[src/rtl/restoring_divider_pkg.sv]
// rtl/restoring_divider_pkg.sv - shared constants for the restoring divider
//
// Purpose: FSM state encoding, default bus width and the iteration counter
//          width helper used by restoring_divider.
// Ports:   none (package).
package restoring_divider_pkg;

    localparam int DEFAULT_BUS_SIZE = 32;

    // FSM state encoding
    localparam logic [1:0] S_IDLE = 2'd0;
    localparam logic [1:0] S_PREP = 2'd1;
    localparam logic [1:0] S_ITER = 2'd2;
    localparam logic [1:0] S_FIX  = 2'd3;

    // The counter runs from BUS_SIZE-1 down to 0, so $clog2(BUS_SIZE) bits suffice.
    function automatic int cnt_width(input int bus_size);
        return (bus_size <= 2) ? 1 : $clog2(bus_size);
    endfunction

endpackage

[src/rtl/restoring_divider_step.sv]
// rtl/restoring_divider_step.sv - one combinational restoring division step
//
// Purpose: shift {rem, quo} left by one, trial-subtract the divisor from the
//          widened remainder and keep or restore it.
// Ports:   rem_i/quo_i     current partial remainder / quotient shift register
//          divisor_i       divisor magnitude
//          rem_o/quo_o     values after one step
module divider_step #(
    parameter int BUS_SIZE = 32
) (
    input  logic [BUS_SIZE-1:0] rem_i,
    input  logic [BUS_SIZE-1:0] quo_i,
    input  logic [BUS_SIZE-1:0] divisor_i,
    output logic [BUS_SIZE-1:0] rem_o,
    output logic [BUS_SIZE-1:0] quo_o
);

    logic [BUS_SIZE:0] rem_sh;
    logic [BUS_SIZE:0] trial;

    // rem < divisor going in, so the shifted remainder is < 2*divisor and the
    // trial difference always lies in (-2^B, 2^B): bit B is a reliable sign.
    assign rem_sh = {rem_i, quo_i[BUS_SIZE-1]};
    assign trial  = rem_sh - {1'b0, divisor_i};

    assign rem_o = trial[BUS_SIZE] ? rem_sh[BUS_SIZE-1:0] : trial[BUS_SIZE-1:0];
    assign quo_o = {quo_i[BUS_SIZE-2:0], ~trial[BUS_SIZE]};

endmodule

[src/rtl/restoring_divider.sv]
// rtl/restoring_divider.sv - multi-cycle restoring integer divider (DIV/DIVU)
//
// Purpose: signed/unsigned division, one restoring step per clock, results
//          presented with a one-cycle done pulse.
// Ports:   clk, reset_n                 clock, asynchronous active-low reset
//          start, is_signed             request and mode, sampled in IDLE
//          dividend, divisor            operands, sampled with start
//          busy, done                   operation in progress / result pulse
//          quotient, remainder          results, held until the next done
//          div_by_zero                  flag for the last operation
module restoring_divider
    import restoring_divider_pkg::*;
#(
    parameter int BUS_SIZE = DEFAULT_BUS_SIZE
) (
    input  logic                clk,
    input  logic                reset_n,
    input  logic                start,
    input  logic                is_signed,
    input  logic [BUS_SIZE-1:0] dividend,
    input  logic [BUS_SIZE-1:0] divisor,
    output logic                busy,
    output logic                done,
    output logic [BUS_SIZE-1:0] quotient,
    output logic [BUS_SIZE-1:0] remainder,
    output logic                div_by_zero
);

    localparam int CNT_W = cnt_width(BUS_SIZE);

    logic [1:0]          state_q,     state_d;
    logic                signed_q,    signed_d;
    logic                neg_quo_q,   neg_quo_d;
    logic                neg_rem_q,   neg_rem_d;
    logic [BUS_SIZE-1:0] quo_q,       quo_d;      // dividend in, quotient out
    logic [BUS_SIZE-1:0] dvs_q,       dvs_d;
    logic [BUS_SIZE-1:0] rem_q,       rem_d;
    logic [CNT_W-1:0]    cnt_q,       cnt_d;
    logic                busy_q,      busy_d;
    logic                done_q,      done_d;
    logic [BUS_SIZE-1:0] quotient_q,  quotient_d;
    logic [BUS_SIZE-1:0] remainder_q, remainder_d;
    logic                dbz_q,       dbz_d;

    logic [BUS_SIZE-1:0] step_rem;
    logic [BUS_SIZE-1:0] step_quo;

    divider_step #(
        .BUS_SIZE (BUS_SIZE)
    ) u_step (
        .rem_i     (rem_q),
        .quo_i     (quo_q),
        .divisor_i (dvs_q),
        .rem_o     (step_rem),
        .quo_o     (step_quo)
    );

    always_comb begin
        state_d     = state_q;
        signed_d    = signed_q;
        neg_quo_d   = neg_quo_q;
        neg_rem_d   = neg_rem_q;
        quo_d       = quo_q;
        dvs_d       = dvs_q;
        rem_d       = rem_q;
        cnt_d       = cnt_q;
        busy_d      = busy_q;
        done_d      = 1'b0;
        quotient_d  = quotient_q;
        remainder_d = remainder_q;
        dbz_d       = dbz_q;

        case (state_q)
            S_IDLE: begin
                if (start) begin
                    if (divisor == '0) begin
                        // Resolved immediately; the pipeline never sees busy.
                        quotient_d  = '1;
                        remainder_d = dividend;
                        dbz_d       = 1'b1;
                        done_d      = 1'b1;
                    end else begin
                        signed_d  = is_signed;
                        neg_quo_d = is_signed & (dividend[BUS_SIZE-1] ^ divisor[BUS_SIZE-1]);
                        neg_rem_d = is_signed & dividend[BUS_SIZE-1];
                        quo_d     = dividend;
                        dvs_d     = divisor;
                        busy_d    = 1'b1;
                        state_d   = S_PREP;
                    end
                end
            end
            S_PREP: begin
                // Wrapping negation: |min| becomes 2^(B-1) read as unsigned,
                // which is exactly what the unsigned core needs.
                if (signed_q && quo_q[BUS_SIZE-1]) quo_d = -quo_q;
                if (signed_q && dvs_q[BUS_SIZE-1]) dvs_d = -dvs_q;
                rem_d   = '0;
                cnt_d   = CNT_W'(BUS_SIZE - 1);
                state_d = S_ITER;
            end
            S_ITER: begin
                rem_d = step_rem;
                quo_d = step_quo;
                if (cnt_q == '0) begin
                    state_d = S_FIX;
                end else begin
                    cnt_d = cnt_q - CNT_W'(1);
                end
            end
            default: begin // S_FIX
                quotient_d  = neg_quo_q ? -quo_q : quo_q;
                remainder_d = neg_rem_q ? -rem_q : rem_q;
                dbz_d       = 1'b0;
                done_d      = 1'b1;
                busy_d      = 1'b0;
                state_d     = S_IDLE;
            end
        endcase
    end

    always_ff @(posedge clk or negedge reset_n) begin
        if (!reset_n) begin
            state_q     <= S_IDLE;
            signed_q    <= 1'b0;
            neg_quo_q   <= 1'b0;
            neg_rem_q   <= 1'b0;
            quo_q       <= '0;
            dvs_q       <= '0;
            rem_q       <= '0;
            cnt_q       <= '0;
            busy_q      <= 1'b0;
            done_q      <= 1'b0;
            quotient_q  <= '0;
            remainder_q <= '0;
            dbz_q       <= 1'b0;
        end else begin
            state_q     <= state_d;
            signed_q    <= signed_d;
            neg_quo_q   <= neg_quo_d;
            neg_rem_q   <= neg_rem_d;
            quo_q       <= quo_d;
            dvs_q       <= dvs_d;
            rem_q       <= rem_d;
            cnt_q       <= cnt_d;
            busy_q      <= busy_d;
            done_q      <= done_d;
            quotient_q  <= quotient_d;
            remainder_q <= remainder_d;
            dbz_q       <= dbz_d;
        end
    end

    assign busy        = busy_q;
    assign done        = done_q;
    assign quotient    = quotient_q;
    assign remainder   = remainder_q;
    assign div_by_zero = dbz_q;

endmodule

[config.mk]
export PLATFORM = sky130hd
export DESIGN_NAME = restoring_divider
export DESIGN_NICKNAME = d
export VERILOG_FILES = /design/src/rtl/restoring_divider_pkg.sv /design/src/rtl/restoring_divider_step.sv /design/src/rtl/restoring_divider.sv
export SDC_FILE = /design/constraint.sdc
export NUM_CORES = 1
export LEC_CHECK = 0
export ABC_AREA = 1
export BUFFER_PORTS_ARGS = -buffer_cell sky130_fd_sc_hd__buf_2
export CAP_MARGIN = 20
export CORE_MARGIN = 2
export CORE_UTILIZATION = 30
export CTS_CLUSTER_SIZE = 8
export DETAILED_ROUTE_END_ITERATION = 10
export SYNTH_ARGS = -nofsm -noshare
export SYNTH_HDL_FRONTEND = slang
export SYNTH_SLANG_ARGS = --single-unit
[constraint.sdc]
create_clock -name clk -period 5.1 [get_ports clk]
set_input_delay 0.255 -clock clk [delete_from_list [all_inputs] [get_ports clk]]
set_output_delay 0.255 -clock clk [all_outputs]
set_load 0.02 [all_outputs]
==> impl_metrics.ini, run 1 <==
[critical_path]
cpMaxStageDelayCell = nand2_1
critical_path_class = flip-flop to flip-flop
cp_max_fo = 26
crit_arrival_ps = 3460
critPathBufInv = 2
end_kind = flip-flop
startpoint_type = flip-flop
path_cells = inv_1 > ha_1 > nand2_1 > inv_1 > nand3_1 > o211ai_1 > nand2_1 > o21ai_0
critPathTopFamily = simple AND/OR/NAND/NOR gates
slowest_delay_ps = 840
worstPathRequired_ps = 5460

[clocking]
clkLatencyLatePin_ps = 460
cts.sinks = 173
cts_buffers = 17
htreeDepth = 4
cts_tree = done
clock_path_buffers = 2
clock-root-buffer = clkbuf_16
clk_pin_slew_ps = 80
cts_resized = 0

[sta]
rsz0062_at_grt = false
worst_pin_slew_ps = 1111
fmaxAchievable_mhz = 322.9
slew-limit-headroom_pct = 25.78
finalCritPeriodShare_pct = 60.73
hold_slack_ps = 47.21
fin_crit_ps = 3097
setup_viol = 0
fin_tns_setup_ps = 0
fin_worst_skew_ps = 18.59
slew_viol_final = 0
hold_violations = 0

[synth]
synth_warnings = 0
yosysMostFrequentCell = nand2_1
synthFlopType = dfrtp_1
synth_top_area_share_pct = 31.64
syn_area_um2 = 13680
yosysTopAreaCell = dfrtp_1
syn-num-nets = 2236
synth.avg_cell_area_um2 = 6.435
async_flop_share_pct = 100.0
syn_inst = 2126
synth_common_cells = 599 x nand2_1, 293 x inv_1, 234 x nor2_1, 199 x nand3_1, 173 x dfrtp_1
ys_types = 49
synth_seq_cells = 173
synth_area_leaders = dfrtp_1 32%, nand2_1 16%, inv_1 8.0%
synth_edf_count = 0
ys_seq_area_share_pct = 31.64

[placement]
hpwl_um = 40040
dp.cells = 2808
place_area_um2 = 14920
gp_congestion = 0.9423
port_buffers = 134

[power]
leakage_uw = 0.008174
seqPwrFrac_pct = 26.2
power_frac_clock_pct = 14.8
p_comb_share_pct = 59.1
peakVddDrop_mv = 0.3791
switching_share_pct = 54.29
powerDensity_nw_per_um2 = 614.8
p_switching_uw = 5194
p_int_uw = 4373

[routing]
drc = 0
drtIter0Drc = 1244
first_pass_iters = 6
vias = 14130
wl_per_cell_um = 17.72
avgViaCountPerCell = 4.970
routed_wl_um = 50350
antenna_left = 0

[floorplanning]
start_util_pct = 30.28
die_w_um = 217.6
rows = 78
core_area_um2 = 45190
dieArea_um2 = 47330
io_pins = 135
die-height_um = 217.6

[cells_and_area]
antenna_cells = 0
fillers = 4938
layout-drive-gt1-share_pct = 11.24
stdcell_count = 2842
regArea_um2 = 4329
final_nets = 2339
utilization_pct = 34.44
multi_input_area_um2 = 7876
final_cell_area_um2 = 15560
synthToLayoutAreaGrowth_pct = 13.74

[global_routing]
grt_pass1_wl_um = 77180
grt_pass1_vias = 13400
antenna_found_initial = 0
grt.overflow.total = 0
grtUsageTotal_pct = 21.24
grt_max_degree = 80

[min_path]
hold_class = input pin to flip-flop

[run]
drv_cap = 0

[status]
status = complete, no violations
==> cells in the final DEF, fill, tap and decap left out, types with 7 or more instances in the layout <==
cell         n
o21ai_0    128
ha_1        41
o221ai_1    13
nand3_2      7
clkbuf_16   17
inv_2       12
buf_2      133
a21oi_1     84
nor3_1      25
nand3_1    199
o211ai_1    33
buf_4       13
nand3b_1     7
xor2_1      45
a22oi_1      9
nand4_1     36
o21ai_1     14
nand2_1    599
xnor2_1     16
nor2_1     233
inv_1      292
nand2_2     26
o22ai_1     11
dfrtp_1    173
==> logic make-up after synthesis <==
family	after synthesis	share of synthesized area, %
and+or+nand+nor	1163	36.72
xor gates and xnor gates	61	3.905
DFF	173	31.64
adders and majority gates	42	3.896
AOI/OAI and AO/OA	311	13.03
buffers and inverters	376	10.81
==> routing by layer <==
metal	vias to the layer above	GRT usage, %	wire [µm]
li1	7040	-	-
met5	-	0	0
met1	6671	28.77	23360
met2	351	34.41	23210
met3	63	2.929	2309
met4	0	7.785	1471
==> path summary, 6_finish.rpt <==
check                                   startpoint                        end  slack [ps]  cells after the start
setup / recovery            state_q[0]$_DFFE_PN0P_      quo_q[16]$_DFFE_PN0P_        2000                      8
hold / removal                        dividend[29]  remainder[29]$_DFFE_PN0P_          50                      3
setup reg to reg            state_q[0]$_DFFE_PN0P_      quo_q[16]$_DFFE_PN0P_        2000                      8
hold reg to reg            div_by_zero$_DFFE_PN0P_    div_by_zero$_DFFE_PN0P_         490                      2
max in group asynchronous                  reset_n    quotient[8]$_DFFE_PN0P_        3450                      3
min in group asynchronous                  reset_n      rem_q[27]$_DFFE_PN0N_         430                      2
==> sequential cells by signal, indices dropped and copies added (netlist names) <==
signal       count
cnt_q            5
quo_q           32
remainder       32
quotient        32
div_by_zero      1
done             1
dvs_q           32
neg_rem_q        1
rem_q           32
neg_quo_q        1
state_q          2
busy             1
signed_q         1
==> worst register-to-register path: cells and delay by family (launching register included) <==
kind            cells  cell delay [ps]
simple gates        3             1030
flops               1              400
fa+ha+maj           1              730
buf+inv             2              640
compound gates      2              210
==> power groups by stage <==
stage / registers (µW) / clock network [µW] / logic [µW]
after floorplan: 2620 / 0 / 3670
after CTS: 2520 / 1430 / 5590
after detailed placement: 2530 / 0 / 5570
after global placement: 2530 / 0 / 5510
after global routing: 2570 / 1480 / 6270
final: 2510 / 1410 / 5650
==> timing repair <==
| action | CTS | global route |
|---|---|---|
| hold buffers | 1 | 0 |
| endpoints found under the hold margin | 77 | 0 |
| buffers inserted | 0 | 0 |
==> through the flow <==
stage / setup slack [ps] / power, µW
after global routing: 1813 / 10320
after detailed placement: 2126 / 8104
after floorplan: 2810 / 6291
after CTS: 2096 / 9538
final: 2003 / 9567
after global placement: 2146 / 8034
==> cell type report <==
type	count	area share [%]
clock inverter	14	1.126
tap	600	4.824
inverter	310	7.478
clock buffer	18	2.822
sequential	173	27.82
multi-input combinational	1577	50.61
timing repair buffer	150	5.315
Power figures use the tool's default switching activity.
==> run 2, diff against run 1 <==
- clock period: 5.1 -> 3.3 ns (I/O delays scaled with it)
==> run 2 against run 1 <==
Total power is 54% higher. Count of clock-buffer cells in the layout is 1 higher. Clock skew fell by 4.1 ps. Via count increased by 2.7%. Combinational power increased by 57%. Cell count grew 1.0%. Critical path type unchanged. Largest cell class unchanged.
==> impl_metrics.ini, run 2 (synthesized netlist as in run 1, its figures left out) <==
[cells_and_area]
stdcell_count = 2871
layout_commonest_cell = nand2_1
synthToLayoutAreaGrowth_pct = 15.25
final_nets = 2369
antenna_cells = 0
fillers = 4879
regArea_um2 = 4329
utilization_pct = 34.90
multi_input_area_um2 = 7876
mostFrequentLayoutCells = 599 x nand2_1, 292 x inv_1, 233 x nor2_1
layout-drive-gt1-share_pct = 11.54

[sta]
rsz0062_at_grt = false
worst_pin_slew_ps = 1086
fin_worst_skew_ps = 14.48
slew_viol_final = 0
hold_violations = 0
setup_slack_ps = 455.9
fmaxAchievable_mhz = 351.6
fin_tns_setup_ps = 0
setup_viol = 0
fin_crit_ps = 2844
slew-limit-headroom_pct = 27.50
finalCritPeriodShare_pct = 86.19

[floorplanning]
die_w_um = 217.6
io_pins = 135
start_util_pct = 30.28
die-height_um = 217.6
core_area_um2 = 45190
dieArea_um2 = 47330
rows = 78

[clocking]
cts_tree = done
clkLatencyLatePin_ps = 460
cts.sinks = 173
cts_hold_buffers = 20
cts_setup_buffers = 0
cts_buffers = 17
clock_path_buffers = 2
htreeDepth = 4
clk_pin_slew_ps = 70
cts_resized = 0
clock-root-buffer = clkbuf_16

[critical_path]
critPathBufInv = 2
critPathTopFamily = simple AND/OR/NAND/NOR gates
worstPathRequired_ps = 3650
crit_arrival_ps = 3190
critPathLaunch = quo_q[31]$_DFFE_PN0P_
path_cells = inv_1 > ha_1 > inv_1 > fa_1 > nand3_2 > nand3_2 > nand2_1 > nand2_2 > nand2_2 > nand2_4 > nand2_4 > nand3_2 > nand2_1 > nand2_1 > nand3_1 > nand2_1
cpMaxStageDelayCell = fa_1
cp_max_fo = 8
critical_path_class = flip-flop to flip-flop
slowest_delay_ps = 470
end_kind = flip-flop
r2r_start = quo_q[31]$_DFFE_PN0P_
critPathMostFrequentCell = nand2_1
reg2reg_slack_ps = 460
startpoint_type = flip-flop

[global_routing]
grt.overflow.total = 0
grt_pass1_vias = 13760
antenna_found_initial = 1
grt_pass1_wl_um = 76940
grt_max_degree = 83
grtUsageTotal_pct = 20.80

[power]
leakage_uw = 0.008289
peakVddDrop_mv = 0.5427
power_uw = 14700
powerDensity_nw_per_um2 = 931.9

[routing]
wl_per_cell_um = 17.11
first_pass_iters = 6
drtIter0Drc = 1381
routed_wl_um = 49130
antenna_left = 0
drc = 0
avgViaCountPerCell = 5.052
vias = 14500

[placement]
gp_congestion = 0.9841
hpwl_um = 38420
dp.cells = 2820
port_buffers = 134
dp_slack_ps = 495.7

[min_path]
min-delay-start = dividend[25]
hold_class = input pin to flip-flop

[status]
status = complete, no violations

[run]
drv_cap = 0
==> run 2: cell types whose count changed in the layout (fill, tap and decap cells not counted), sizes merged <==
| cell | before | now |
|---|---|---|
| dlygate4sd3 | 1 | 20 |
| inv | 311 | 308 |
| clkinv | 8 | 12 |
| bufinv | 2 | 1 |
| clkbuf | 18 | 19 |
| clkinvlp | 3 | 1 |
| buf | 149 | 160 |
==> run 2: report_power, final <==
group	internal [µW]	switching, µW
Combinational	2650	6230
Sequential	3020	753
Clock	1080	959
Total	6750	7950
==> run 2: tightest hold or removal path, stage by stage <==
cell and delay, ps:
buf_2 120, inv_1 50, o211ai_1 90
==> run 2: area by class of cell <==
type,instances,share of cell area (%)
multi-input cells,1577,49.95
flip-flops and latches,173,27.45
inverters,310,7.379
repair buffers,180,6.879
well taps,600,4.761
clock buffers,19,2.872
clock inverters,12,0.7062
==> run 2: worst paths after layout <==
kind	to	cells after the start
max	rem_q[2]$_DFFE_PN0N_	16
min in group asynchronous	rem_q[30]$_DFFE_PN0N_	2
max reg2reg	rem_q[2]$_DFFE_PN0N_	16
min	remainder[25]$_DFFE_PN0P_	3
max in group asynchronous	busy$_DFFE_PN0P_	3
min reg2reg	div_by_zero$_DFFE_PN0P_	2
==> run 2: per-stage QoR <==
step,hold slack (ps),cell area [µm²]
after floorplan,-130.6,13680
final,9.892,15770
after detailed placement,333.5,15000
after global routing,8.225,15770
after global placement,318.3,15000
after CTS,0.3902,15770
==> run 2: layer usage <==
| metal | part of all wire, % | track usage (%) | vias up | wire, µm |
|---|---|---|---|---|
| met2 | 45 | 33.04 | 525 | 22200 |
| li1 | - | - | 7098 | - |
| met5 | 0.014 | 0 | - | 7 |
| met1 | 45 | 28.22 | 6809 | 22330 |
| met3 | 6.2 | 3.417 | 70 | 3060 |
| met4 | 3.1 | 7.968 | 2 | 1531 |
